<file path="src/rtl/stopwatch_ctrl.sv">
// stopwatch_ctrl: run/pause/lap control, tick gating and display select for a two-digit BCD stopwatch
module stopwatch_ctrl #(
  parameter bit         STOP_AT_LIMIT = 1'b0,
  parameter logic [3:0] LIMIT_TENS    = 4'd9,
  parameter logic [3:0] LIMIT_UNITS   = 4'd9
) (
  input  logic       clk,
  input  logic       reset_n,
  input  logic       tick_i,
  input  logic       start_stop_i,
  input  logic       lap_reset_i,
  input  logic [3:0] cnt_tens_i,
  input  logic [3:0] cnt_units_i,
  output logic       tick_o,
  output logic       clr_o,
  output logic [3:0] disp_tens_o,
  output logic [3:0] disp_units_o,
  output logic [1:0] state_o,
  output logic       running_o,
  output logic       done_o
);
  typedef enum logic [1:0] {IDLE = 2'd0, RUN = 2'd1, PAUSE = 2'd2, LAP = 2'd3} state_t;
  state_t     state, state_next;
  logic [3:0] lap_tens, lap_units;
  logic       lap_cap, clr_next, limit_hit, limit_stop;
  assign running_o    = state == RUN || state == LAP;
  assign limit_hit    = STOP_AT_LIMIT && cnt_tens_i == LIMIT_TENS && cnt_units_i == LIMIT_UNITS;
  assign limit_stop   = tick_i && running_o && limit_hit;
  assign tick_o       = tick_i && running_o && !limit_hit;
  assign disp_tens_o  = state == LAP ? lap_tens : cnt_tens_i;
  assign disp_units_o = state == LAP ? lap_units : cnt_units_i;
  assign state_o      = state;
  // start_stop beats lap_reset; a limit stop overrides whatever the buttons asked for
  always_comb begin
    state_next = state;
    lap_cap    = 1'b0;
    clr_next   = 1'b0;
    if (start_stop_i)
      state_next = state == IDLE ? RUN : state == PAUSE ? (done_o ? PAUSE : RUN) : PAUSE;
    else if (lap_reset_i && !limit_stop) begin
      lap_cap    = state == RUN;
      clr_next   = state == PAUSE;
      state_next = state == RUN ? LAP : state == LAP ? RUN : IDLE;
    end
    if (limit_stop)
      state_next = PAUSE;
  end
  always_ff @(posedge clk or negedge reset_n)
    if (!reset_n) begin
      state     <= IDLE;
      lap_tens  <= 4'd0;
      lap_units <= 4'd0;
      clr_o     <= 1'b0;
      done_o    <= 1'b0;
    end else begin
      state  <= state_next;
      clr_o  <= clr_next;
      done_o <= limit_stop || (done_o && !clr_next);
      if (clr_next) begin
        lap_tens  <= 4'd0;
        lap_units <= 4'd0;
      end else if (lap_cap) begin
        lap_tens  <= cnt_tens_i;
        lap_units <= cnt_units_i;
      end
    end
endmodule

</file>
<file path="config.mk">
export PLATFORM = sky130hd
export DESIGN_NAME = stopwatch_ctrl
export DESIGN_NICKNAME = d
export VERILOG_FILES = /design/src/rtl/stopwatch_ctrl.sv
export SDC_FILE = /design/constraint.sdc
export NUM_CORES = 1
export LEC_CHECK = 0
export ABC_CLOCK_PERIOD_IN_PS = 1350
export CAP_MARGIN = 10
export CORE_ASPECT_RATIO = 0.9
export CORE_MARGIN = 2
export CORE_UTILIZATION = 44
export CTS_BUF_LIST = sky130_fd_sc_hd__clkbuf_4 sky130_fd_sc_hd__clkbuf_8
export DETAILED_ROUTE_END_ITERATION = 6
export PLACE_DENSITY = 0.8
export SLEW_MARGIN = 20
export SYNTH_ARGS = -nofsm -noshare
export SYNTH_HDL_FRONTEND = slang
export SYNTH_SLANG_ARGS = --single-unit
</file>
<file path="constraint.sdc">
create_clock -name clk -period 1.35 [get_ports clk]
set_input_delay 0.135 -clock clk [delete_from_list [all_inputs] [get_ports clk]]
set_output_delay 0.135 -clock clk [all_outputs]
set_load 0.05 [all_outputs]
</file>
# Word-level counts from Yosys, hierarchy flattened
# Cells that the tools add are included.
word_totals:
  reg_bits: 12
  out_inout_bits: 14
  inputBits: 13
op_classes:
  n_mux: 17
  n_reduce_logical: 7
  eq_ne: 3
op_table:
  columns: ["operator", "count"]
  rows:
  - ["4-bit 2-to-1 mux", 6]
  - ["2-bit 2-to-1 mux", 6]
  - ["1-bit 2-to-1 mux", 5]
  - ["2-bit == test, second input constant", 2]
  - ["2-bit nonzero test", 2]
  - ["2-bit by 1-bit == test with 1-bit output, second input constant", 1]
  - ["1-bit logical AND", 2]
  - ["2-bit zero test", 1]
  - ["1-bit zero test", 1]
  - ["1-bit logical OR", 1]

# Longest topological paths before layout
logic_depth:
  word_depth: 5
  mapped_depth: 5

# Worst setup path after synthesis
# No wires, ideal clock.
synth_timing:
  kind: "register to output"
  start: "reg state[0], in the netlist state_o[0]"
  end: "out disp_tens_o[0]"
  path_stages_with_launch: 3
  slack_ns: -0.132
  arrival_ns: 1.347
  n_path_buf: 0
  path_cell_list: "dfrtp_1 > nand2_2 > mux2_2"
synth_via:
  elab_chain_cells: 2
synth_lines:
  columns: ["item", "line", "source"]
  rows:
  - ["from (decl)", "23", "state_t state, state_next;"]
  - ["from (signal assigned)", "56", "state <= state_next;"]
  - ["2-bit == test", "30", "assign disp_tens_o = state == LAP ? lap_tens : cnt_tens_i;"]
  - ["4-bit 2-to-1 mux", "30", null]
  - ["to (decl)", "16", "output logic [3:0] disp_tens_o,"]
# No other way between the ends.

# Worst setup path after layout
layout_timing:
  start: "reg state[0], in the netlist state_o[0]"
  end: "out disp_tens_o[3]"
# The elaborated chain is that of the path after synthesis.

==> metrics.md <==
| Metric | Value |
|---|---|
| Syn_nets | `77` |
| GRT Total Usage | `0.201` |
| Ys flop type | `dfrtp_1` |
| # H-tree levels | `1` |
| Final worst-path cycle share | `1.11` |
| Warnings, synthesis | `0` |
| # diodes | `0` |
| Crit-path max FO | `5` |
| Initial DRC Count | `14` |
| Hold violation count in the final report | `0` |
| Overflow after GRT | `0` |
| CTS Hold Bufs | `0` |
| Routability cong. | `roughly 0.68` |
| Synth Instances | `64` |
| Clock sinks | `12` |
| Number of buffers inserted during clock tree synthesis | `3` |
| TritonCTS clock tree | `done` |
| Worst setup SP type | `register` |
| Clock latency on the worst-skew pair | `between 0.2 and 0.3 ns` |
| Syn Area/Cell | `11.1 sq um` |
| Final nets | `110` |
| Top delay family on crit path | `flip-flops` |
| Routed vias/inst | `5.40` |
| Share of cells above drive strength 1 | `0.427` |
| Slowest CP cell | `dfrtp_2` |
| Yosys reg bits | `12` |
| Antenna-violating nets left | `0` |
| Layout area overhead | `71.1%` |
| WP buf/inv | `1` |
| Setup CP Type | `reg2out` |
| Chip height | `between 40 and 50 um` |
| CP Cell Sequence | `nand2_4, mux2_4, buf_12` |
| Pwr Total | `between 1.5 and 2 mW` |
| Slew margin rel. | `0.842` |
| Worst vdd ir | `~1.1 mV` |
| Initial core utilization | `0.479` |
| Max cap viols | `0` |
| Worst Max-Slew Pin Slew | `0.237 ns` |
| Area share of the largest cell type after synthesis | `0.423` |
| Post-Syn Area | `~710 sq um` |
| Final wirelength | `between 1500 and 2000 um` |
| Max Fclk | `~670 MHz` |
| CP Capture Type | `primary output` |
| RSZ-0062 raised after global routing | `true` |
| Static leakage | `0.537 nW` |
| Min Clock Period, post-route | `1.49 ns` |
| Fin. max-slew vios | `0` |
| CTS clock-pin slew for the worst setup and hold paths | `0.08 ns` |
| First-pass GRT wire length | `2850 um` |
| Clk root buf | `clkbuf_4` |
| Die W | `roughly 46 um` |
| Vias | `637` |
| Number of enable flip-flop cells after synthesis | `0` |
| DP Area | `1120 sq um` |
| Post-synth top cells | `12 x dfrtp_1, 8 x a31oi_1, 8 x mux2_2, 8 x nor2b_1, 8 x o2bb2ai_1` |
| HPWL Detailed | `1150 um` |
| Routed length per instance | `between 10 and 15 um` |
| # IOs | `27` |
| Initial antenna violation count | `0` |
| Max clock buf depth | `2` |
| DRC violations left | `0` |
| Min-Delay Path Class | `in2async` |
| Port Buffer Count | `26` |
| Core footprint | `1480 sq um` |
| Clk_skew | `0.00210 ns` |
| Seq/Total Area, Yosys | `0.423` |
| CP Data Arrival Time | `1.36 ns` |
| Most frequent cell after synthesis | `dfrtp_1` |
| Vias in the first global route | `620` |
| Initial DRT Pass Iterations | `4` |
| Cell Pwr Density | `1620 nW/um^2` |
| Largest net degree at the start of global routing | `23` |
| Rows | `13` |
| Async S/R FF share, synth | `1.00` |
| Die area | `between 1500 and 2000 sq um` |
| Slowest cell delay on critical path | `0.46 ns` |
| Worst path required time | `1.22 ns` |
| Violated checks | `setup timing` |
| Post-route setup slack | `-0.142 ns` |
| Final setup fails | `9` |
| Synth cell types | `22` |
| Final instance area | `around 1200 sq um` |
| Synth area leader | `dfrtp_1` |
| Dominant cells by area after synthesis | `dfrtp_1 42%, mux2_2 13%, o2bb2ai_1 9.9%` |
| Outcome | `finished, violations left` |
[worst register-to-register path: cells and delay by family (launching register included)]
kind,cells,cell delay (ns)
flip-flops,1,0.43
buffers and inverters,1,0.28
AND/OR/NAND/NOR,1,0.25
AO/OA/AOI/OAI,2,0.22
[stage by stage]
step	setup slack (ns)	TNS (ns)	hold WS, ns	util	cells
4_1_cts	-0.147	-1.27	0.150	0.812	118
3_3_place_gp	0.0170	0	0.445	0.759	112
3_5_place_dp	-0.0254	-0.0472	0.450	0.759	112
2_1_floorplan	0.0118	0	-0.161	-	64
6_report	-0.142	-1.14	0.150	0.820	118
5_1_grt	-0.183	-1.52	0.175	0.820	118
[path summary, 6_finish.rpt]
kind                              from        endpoint  slack [ns]  cells past startpoint
max in group asynchronous      reset_n      state_o[1]        1.03                      2
setup / recovery            state_o[0]  disp_tens_o[3]       -0.14                      3
hold / removal                 reset_n    lap_units[0]        0.15                      2
min in group clk           lap_tens[2]     lap_tens[2]        0.51                      1
hold reg to reg            lap_tens[2]     lap_tens[2]        0.51                      1
setup reg to reg            state_o[0]    lap_units[1]        0.06                      4
[area by class of cell]
class / count / area (sq um)
tap: 22 / 27.5
sequential: 12 / 303
timing repair buffer: 32 / 445
fill: 78 / 267
multi-input combinational: 46 / 394
inverter: 2 / 7.51
clock buffer: 4 / 36.3
[layout by cell type (no fill, tap or decap), types with 3 or more instances in the layout]
| cell type | n |
|---|---|
| a31oi_1 | 8 |
| buf_12 | 14 |
| buf_4 | 6 |
| clkbuf_4 | 3 |
| clkdlybuf4s50_1 | 12 |
| dfrtp_1 | 10 |
| mux2_4 | 8 |
| nor2b_1 | 8 |
| o2bb2ai_1 | 8 |
[where the power goes]
part	switching, mW	internal [mW]	leakage, nW
Clock	0.126	0.164	0.0210
Combinational	0.507	0.555	0.375
Sequential	0.115	0.496	0.141
[state kept, by name, summed over array words and instances, names as in the netlist]
name       flops
lap_tens       4
clr_o          1
state_o        2
lap_units      4
done_o         1
[what timing repair did]
action,4_1_cts,5_1_grt
endpoints found under the setup margin,9,10
resized for setup,7,3
gates cloned,1,0
pin swaps,2,2
setup buffers,1,0
[kinds of logic (layout without fill, tap and decap cells)]
family          after synthesis  in the layout  synth area share
compound gates               20             20             0.217
buf+inv                       7             38            0.0864
flops                        12             12             0.423
mux                           8              8             0.127
simple gates                 17             18             0.146
[layer usage]
layer,part of all wire,up-vias,global-route usage
met3,0.074,6,0.0603
li1,-,300,-
met5,0,-,0
met1,0.43,297,0.257
met2,0.47,34,0.303
met4,0.027,0,0.0971
Power figures use the tool's default switching activity.
